File: config.mk
export PLATFORM = sky130hd
export DESIGN_NAME = cola_vend_ctrl
export DESIGN_NICKNAME = d
export VERILOG_FILES = /design/src/rtl/cola_vend_ctrl.sv
export SDC_FILE = /design/constraint.sdc
export NUM_CORES = 1
export LEC_CHECK = 0
export CAP_MARGIN = 20
export CELL_PAD_IN_SITES_DETAIL_PLACEMENT = 0
export CELL_PAD_IN_SITES_GLOBAL_PLACEMENT = 1
export CORE_AREA = 3 3 66 68
export CTS_CLUSTER_SIZE = 24
export DETAILED_ROUTE_END_ITERATION = 7
export DIE_AREA = 0 0 69 71
export PLACE_DENSITY = 0.86
export SLEW_MARGIN = 10
export SYNTH_ARGS = -nofsm -noshare
export SYNTH_HDL_FRONTEND = slang
export SYNTH_SLANG_ARGS = --single-unit
File: constraint.sdc
create_clock -name sys_clk -period 6.82 [get_ports sys_clk]
set_clock_uncertainty 0.1 [all_clocks]
set_input_delay 1.705 -clock sys_clk [delete_from_list [all_inputs] [get_ports sys_clk]]
set_output_delay 1.705 -clock sys_clk [all_outputs]
set_load 0.1 [all_outputs]
File: src/rtl/cola_vend_ctrl.sv
// Two-slot cola vending controller: per-slot coin holding registers, round-robin
// crediting, dispense handshake with timeout refund, and half-yuan change payout.
module cola_vend_ctrl #(
    parameter int PRICE   = 5,
    parameter int TIMEOUT = 1000
) (
    input  logic       sys_clk,
    input  logic       sys_rst_n,
    input  logic       slot0_one,
    input  logic       slot0_half,
    input  logic       slot1_one,
    input  logic       slot1_half,
    input  logic       pi_dispense_ack,
    output logic       po_dispense_req,
    output logic       po_change,
    output logic [3:0] po_credit,
    output logic       po_busy,
    output logic       po_fault,
    output logic       po_coin_drop
);

    localparam int              CNT_W     = $clog2(TIMEOUT + 1);
    localparam logic [4:0]      PRICE5    = 5'(PRICE);
    localparam logic [3:0]      PRICE4    = 4'(PRICE);
    localparam logic [CNT_W-1:0] TCNT_LAST = CNT_W'(TIMEOUT - 1);

    typedef enum logic [2:0] {
        ST_IDLE,
        ST_COLLECT,
        ST_DISPENSE,
        ST_CHANGE,
        ST_FAULT
    } state_t;

    state_t           state;
    logic [1:0]       coin0;
    logic [1:0]       coin1;
    logic [1:0]       pend0;
    logic [1:0]       pend1;
    logic             prio1;
    logic             can_grant;
    logic             grant0;
    logic             grant1;
    logic             drop0;
    logic             drop1;
    logic [1:0]       grant_val;
    logic [4:0]       sum;
    logic [CNT_W-1:0] tcnt;

    // A slot pulse is worth 2*one + half, which is exactly the bit pair {one, half}.
    assign coin0 = {slot0_one, slot0_half};
    assign coin1 = {slot1_one, slot1_half};

    // prio1 only flips when both slots contend, so uncontested grants keep the turn.
    always_comb begin
        can_grant = (state == ST_IDLE) || (state == ST_COLLECT);
        grant0    = can_grant && (pend0 != 2'd0) && ((pend1 == 2'd0) || !prio1);
        grant1    = can_grant && (pend1 != 2'd0) && !grant0;
        grant_val = grant0 ? pend0 : (grant1 ? pend1 : 2'd0);
        sum       = {1'b0, po_credit} + {3'b000, grant_val};
        drop0     = (coin0 != 2'd0) && (pend0 != 2'd0) && !grant0;
        drop1     = (coin1 != 2'd0) && (pend1 != 2'd0) && !grant1;
    end

    always_ff @(posedge sys_clk or negedge sys_rst_n) begin
        if (!sys_rst_n) begin
            pend0        <= 2'd0;
            pend1        <= 2'd0;
            prio1        <= 1'b0;
            po_coin_drop <= 1'b0;
        end else begin
            if (coin0 != 2'd0) begin
                if ((pend0 == 2'd0) || grant0) begin
                    pend0 <= coin0;
                end
            end else if (grant0) begin
                pend0 <= 2'd0;
            end

            if (coin1 != 2'd0) begin
                if ((pend1 == 2'd0) || grant1) begin
                    pend1 <= coin1;
                end
            end else if (grant1) begin
                pend1 <= 2'd0;
            end

            if (grant0 && (pend1 != 2'd0)) begin
                prio1 <= 1'b1;
            end else if (grant1 && (pend0 != 2'd0)) begin
                prio1 <= 1'b0;
            end

            po_coin_drop <= drop0 || drop1;
        end
    end

    // Main sequencer; every output is set alongside the state it belongs to.
    always_ff @(posedge sys_clk or negedge sys_rst_n) begin
        if (!sys_rst_n) begin
            state           <= ST_IDLE;
            po_credit       <= 4'd0;
            po_dispense_req <= 1'b0;
            po_change       <= 1'b0;
            po_busy         <= 1'b0;
            po_fault        <= 1'b0;
            tcnt            <= '0;
        end else begin
            po_fault <= 1'b0;
            case (state)
                ST_IDLE, ST_COLLECT: begin
                    if (sum >= PRICE5) begin
                        state           <= ST_DISPENSE;
                        po_credit       <= 4'(sum - PRICE5);
                        po_dispense_req <= 1'b1;
                        po_busy         <= 1'b1;
                        tcnt            <= '0;
                    end else begin
                        po_credit <= sum[3:0];
                        state     <= (sum == 5'd0) ? ST_IDLE : ST_COLLECT;
                    end
                end

                ST_DISPENSE: begin
                    if (pi_dispense_ack) begin
                        po_dispense_req <= 1'b0;
                        tcnt            <= '0;
                        if (po_credit != 4'd0) begin
                            state <= ST_CHANGE;
                        end else begin
                            state   <= ST_IDLE;
                            po_busy <= 1'b0;
                        end
                    end else if (tcnt == TCNT_LAST) begin
                        // Motor never answered: refund the price on top of any remainder.
                        state           <= ST_FAULT;
                        po_dispense_req <= 1'b0;
                        po_credit       <= po_credit + PRICE4;
                        po_fault        <= 1'b1;
                        tcnt            <= '0;
                    end else begin
                        tcnt <= tcnt + CNT_W'(1);
                    end
                end

                ST_FAULT: begin
                    state <= ST_CHANGE;
                end

                ST_CHANGE: begin
                    if (po_change) begin
                        po_change <= 1'b0;
                    end else if (po_credit != 4'd0) begin
                        po_change <= 1'b1;
                        po_credit <= po_credit - 4'd1;
                    end else begin
                        state   <= ST_IDLE;
                        po_busy <= 1'b0;
                    end
                end

                default: begin
                    state           <= ST_IDLE;
                    po_credit       <= 4'd0;
                    po_dispense_req <= 1'b0;
                    po_change       <= 1'b0;
                    po_busy         <= 1'b0;
                    tcnt            <= '0;
                end
            endcase
        end
    end

endmodule
Word level (Yosys, flattened, before mapping). Index checks and enable logic that the tools add are counted.

Add/sub/neg operators: 5. Multipliers: 0. Divide/modulo/power cells: 0. $lt $le $gt $ge: 1. Equal/unequal tests: 15. Shifts and indexed selects: 0. Mux-type cells: 42. Bitwise gates (word level): 2. Reduce and logical (&&, ||, !) cells: 40.

Operators with widths (number): 10-bit 2-to-1 mux (3); 10-bit case mux with 3 select lines (1); 2-bit 2-to-1 mux (10); 4-bit 2-to-1 mux (5); 4-bit case mux with 4 select lines (1); 1-bit 2-to-1 mux (14); 2-bit != test, second input constant (7); 2-bit nonzero test (7); 3-bit 2-to-1 mux (4); 3-bit case mux with 4 select lines (1); 10-bit by 1-bit adder with 10-bit output, second input constant (1); 10-bit equality test, second input constant (1); 1-bit logical AND (10); 3-bit by 2-bit equality test with 1-bit output, second input constant (2); 2-bit AND reduction (3); 3-bit AND reduction (2); 4-bit by 2-bit adder with 5-bit output (1); 5-bit by 3-bit >= comparator with 1-bit output, second input constant (1); 5-bit zero test (1); 1-bit logical OR (5); 5-bit AND reduction (1); 4-bit by 3-bit adder with 4-bit output, second input constant (1); 2-bit zero test (2); 2-bit by 1-bit != test with 1-bit output, second input constant (2); 15 further kinds (19).

Register bits: 27. Bits in latches: 0. RAM bits: 0. ROM bits: 0. Bits of input ports: 7. Logic and storage cells: 116. Memories: 0.

Logic depth before layout (Yosys ltp).
Depth after elaboration: 13. Gate-level depth with buffers: 12. Mapped depth without buffers: 12.

Worst setup path after synthesis. OpenSTA, ideal clock, no wires.

Kind: reg2reg. Start: register po_credit[0]. End: register po_credit[0]. Setup time: 0.126 ns. Arrival time: 3.018 ns. Required time: 6.594 ns. Path slack: 3.576 ns. Cell stages (with the launch flop): 10. Path buffers: 0. Period minus slack after synthesis: 3.244 ns. Cells stage by stage: dfrtp_1 ha_1 inv_1 fa_1 ha_1 nor3b_1 o2bb2ai_1 nor2_1 xnor2_1 a221o_1.

Cells in the longest elaborated chain, start to end: 4. Elaborated cells between the ends (all ways): 14.

RTL lines: start, declared (RTL line 16) `output logic [3:0] po_credit,`; start signal, assigned (RTL line 114) `po_credit <= 4'(sum - PRICE5);`; start signal, assigned (RTL line 119) `po_credit <= sum[3:0];`; start signal, assigned (RTL line 138) `po_credit <= po_credit + PRICE4;`; 4-bit by 2-bit adder with 5-bit output (tied with other cells) (RTL line 60) `sum = {1'b0, po_credit} + {3'b000, grant_val};`; 4-bit by 3-bit subtractor with 4-bit output (tied with other cells) (RTL line 114); 4-bit 2-to-1 mux (on tied branches) (RTL line 112, 125, 151); 4-bit case mux with 4 select lines (RTL line 110) `case (state)`.

Parallel ways exist; a longest one is shown, timed or not. The select of a mux whose other input is x is not followed. A chain may end at the register's enable or synchronous reset.

Worst setup path after layout.
Start: register po_credit[2]. End: output po_credit[2].

No word-level cell between the ends.

==> flow_summary_export.csv <==
group,metric,value,unit
critical_path,cp_num_buf_inv,1,
clocking,cts.sinks,27,
synth,synth_compound_area_share,22.6,%
synth,yosys.area.top_type,"dfrtp_1",
sta,setup_slack,2.95,ns
route,vias,1508,
critical_path,cp-end-kind,"output port",
critical_path,critPathMaxStageDelay,1.21,ns
route,ant_nets,0,
synth,syn-instance-count,202,
floorplan,core,3910,µm²
layout,post-route-util,51.2,%
floorplan,die_w,69,µm
critical_path,worstSetupPathType,"reg -> out",
global_route,grt_pass1_wl,6330,µm
critical_path,path_cells,"clkdlybuf4s50_1",
sta,relSlewSlack,34.7,%
synth,synth_simple_gate_area_share,26.0,%
synth,synth_fa_ha_area_share,6.53,%
critical_path,r2r_cells,11,
placed_design,placed_area,1960,µm²
status,status,"finished, final reports clean",
placed_design,gp_congestion,0.791,
synth,synth_area_leaders,"dfrtp_1 (38%), nand2_1 (7.0%), ha_1 (4.3%), o21ai_0 (4.3%), nand3_1 (3.4%)",
route,drt_iter0_drc,121,
synth,yosysTopAreaCellShare,38.3,%
sta,min_period,3.87,ns
route,viasPerCell,5.65,
synth,synth_xor_area_share,2.98,%
layout,layout.nets,233,
synth,ys_ff_latch,27,
floorplan,io_pins,16,
floorplan,dieArea,4900,µm²
placed_design,post-place-ws,3.17,ns
layout,fillCellCount,380,
synth,syn-num-nets,217,
layout,fin_area,2010,µm²
synth,synth.most_common_cell,"nand2_1",
clocking,cts_resized,0,
global_route,track_usage,15.8,%
synth,synth-seq-area-share,38.3,%
critical_path,crit_cells,1,
synth,synth_top_family_by_area,"simple AND/OR/NAND/NOR gates",
route,avgRoutedWirePerCell,13.7,µm
sta,fin_setup_tns,0,ns
critical_path,cp_max_fo,12,
synth,synth_flop_cell,"dfrtp_1",
global_route,grt_max_degree,28,
synth,syn_avg_cell_area,8.73,µm²
sta,slew_violations,0,
layout,syn_to_final_growth,13.8,%
floorplan,rows,23,
route,drc,0,
critical_path,r2r-start,"state[1]$_DFFE_PN0P_",
clocking,worstSkewPairLatency,0.28,ns
flow_run,maxCapViolCount,0,
synth,synth_warnings,0,
sta,hold_violations,0,
synth,synth-edff-count,0,
min_path,worstHoldPathType,"reg -> reg",
clocking,cts_buffers,3,
floorplan,start_util,45.0,%
layout,drive_above_1_share,5.07,%
route,drt_wl_total,3660,µm
clocking,cts_setup_buffers,0,
clocking,postCtsHoldBufs,0,
critical_path,r2r_end,"tcnt[5]$_DFFE_PN0P_",
clocking,clock_path_buffers,2,
sta,rsz0062_at_grt,"false",
global_route,grt_remaining_overflow,0,
floorplan,chipHeight,71,µm
sta,timing.final.crit_share,56.7,%
critical_path,crit_required,5.02,ns
critical_path,crit_start,"po_credit[2]$_DFFE_PN0P_",
clocking,cts_tree,"built",
critical_path,cp_slowest_cell,"clkdlybuf4s50_1",
synth,yosysUniqueCellTypes,50,
global_route,grt_pass1_vias,1347,
critical_path,setup.worst_path.end,"po_credit[2]",
synth,syn_area,1760,µm²
synth,synthMuxAreaShare,0.568,%
synth,synth.top_cells.by_count,"nand2_1 (33), dfrtp_1 (27), nor2_1 (16)",
critical_path,rrSetupSlack,3.16,ns
clocking,h-tree-depth,1,
sta,worst_pin_slew,0.977,ns
sta,max_clock_freq,259,MHz
critical_path,worstSetupStartpointType,"flop",
layout,diodes,0,
critical_path,cp_data_arrival_time,2.06,ns
route,first_pass_iters,4,
global_route,antenna_found_initial,0,
placed_design,port_buffers,15,
synth,async_flop_share,100,%
placed_design,hpwlAfterDp,2670,µm
critical_path,cp_top_family,"buffers and inverters",
sta,setup_viol,0,
clocking,cts_root_buf,"clkbuf_8",
clocking,clk_pin_slew,0.09,ns
## cell families after synthesis
family,Yosys count
mux,1
flops,27
xor+xnor,6
fa+ha+maj,8
compound gates,58
simple gates,89
buf+inv,13
## layout make-up
cell class                 instances  area (µm²)  share of cell area, %
sequential                        27         676                   33.7
tap                               50        62.6                   3.12
clock buffer                       4        45.0                   2.25
multi-input combinational        162        1030                   51.6
timing repair buffer              16         158                   7.86
inverter                           8        30.0                   1.50
## worst min-delay path by stage
stage	startpoint	to	slack (ns)	cells past startpoint
finish	po_busy$_DFFE_PN0P_	po_busy$_DFFE_PN0P_	0.37	2
global route	po_busy$_DFFE_PN0P_	po_busy$_DFFE_PN0P_	0.44	2
CTS	po_busy$_DFFE_PN0P_	po_busy$_DFFE_PN0P_	0.38	2
detailed placement	po_busy$_DFFE_PN0P_	po_busy$_DFFE_PN0P_	0.36	2
global placement	po_busy$_DFFE_PN0P_	po_busy$_DFFE_PN0P_	0.35	2
floorplan	tcnt[6]$_DFFE_PN0P_	tcnt[6]$_DFFE_PN0P_	0.37	1
## flip-flops by register name, summed over array words and instances (netlist names)
signal           cells
po_change            1
tcnt                10
state                3
po_busy              1
po_fault             1
po_coin_drop         1
pend1                2
prio1                1
pend0                2
po_credit            4
po_dispense_req      1
## placed cells by master, fill, tap and decap left out, types with 3 or more instances in the layout
cell type,Yosys,layout
a31oi_1,6,6
o21ai_0,15,15
ha_1,6,6
nand2_1,33,33
nor2_1,16,16
or4_1,3,3
nand2b_1,4,4
nor4b_1,3,3
xnor2_1,4,4
a21oi_1,9,9
dfrtp_1,27,27
nor2b_1,3,3
a22o_1,3,3
clkbuf_8,0,3
clkdlybuf4s50_1,0,15
inv_1,8,8
o211ai_1,4,4
nand3_1,12,12
## metal layers
metal | GRT usage (%) | share of wire (%) | vias up
li1 | - | - | 762
met1 | 22.7 | 52 | 712
met2 | 23.6 | 42 | 29
met3 | 3.69 | 4.1 | 5
met4 | 4.56 | 1.2 | 0
met5 | 0 | 0 | -
## through the flow
stage | hold slack (ns) | cells
6_report | 0.369 | 267
5_1_grt | 0.439 | 267
4_1_cts | 0.378 | 267
3_5_place_dp | 0.357 | 263
3_3_place_gp | 0.355 | 263
2_1_floorplan | 0.370 | 202
Power is left out: the tool's default activity adds up to more than one toggle a clock period on the data nets, which glitch-free logic cannot reach.
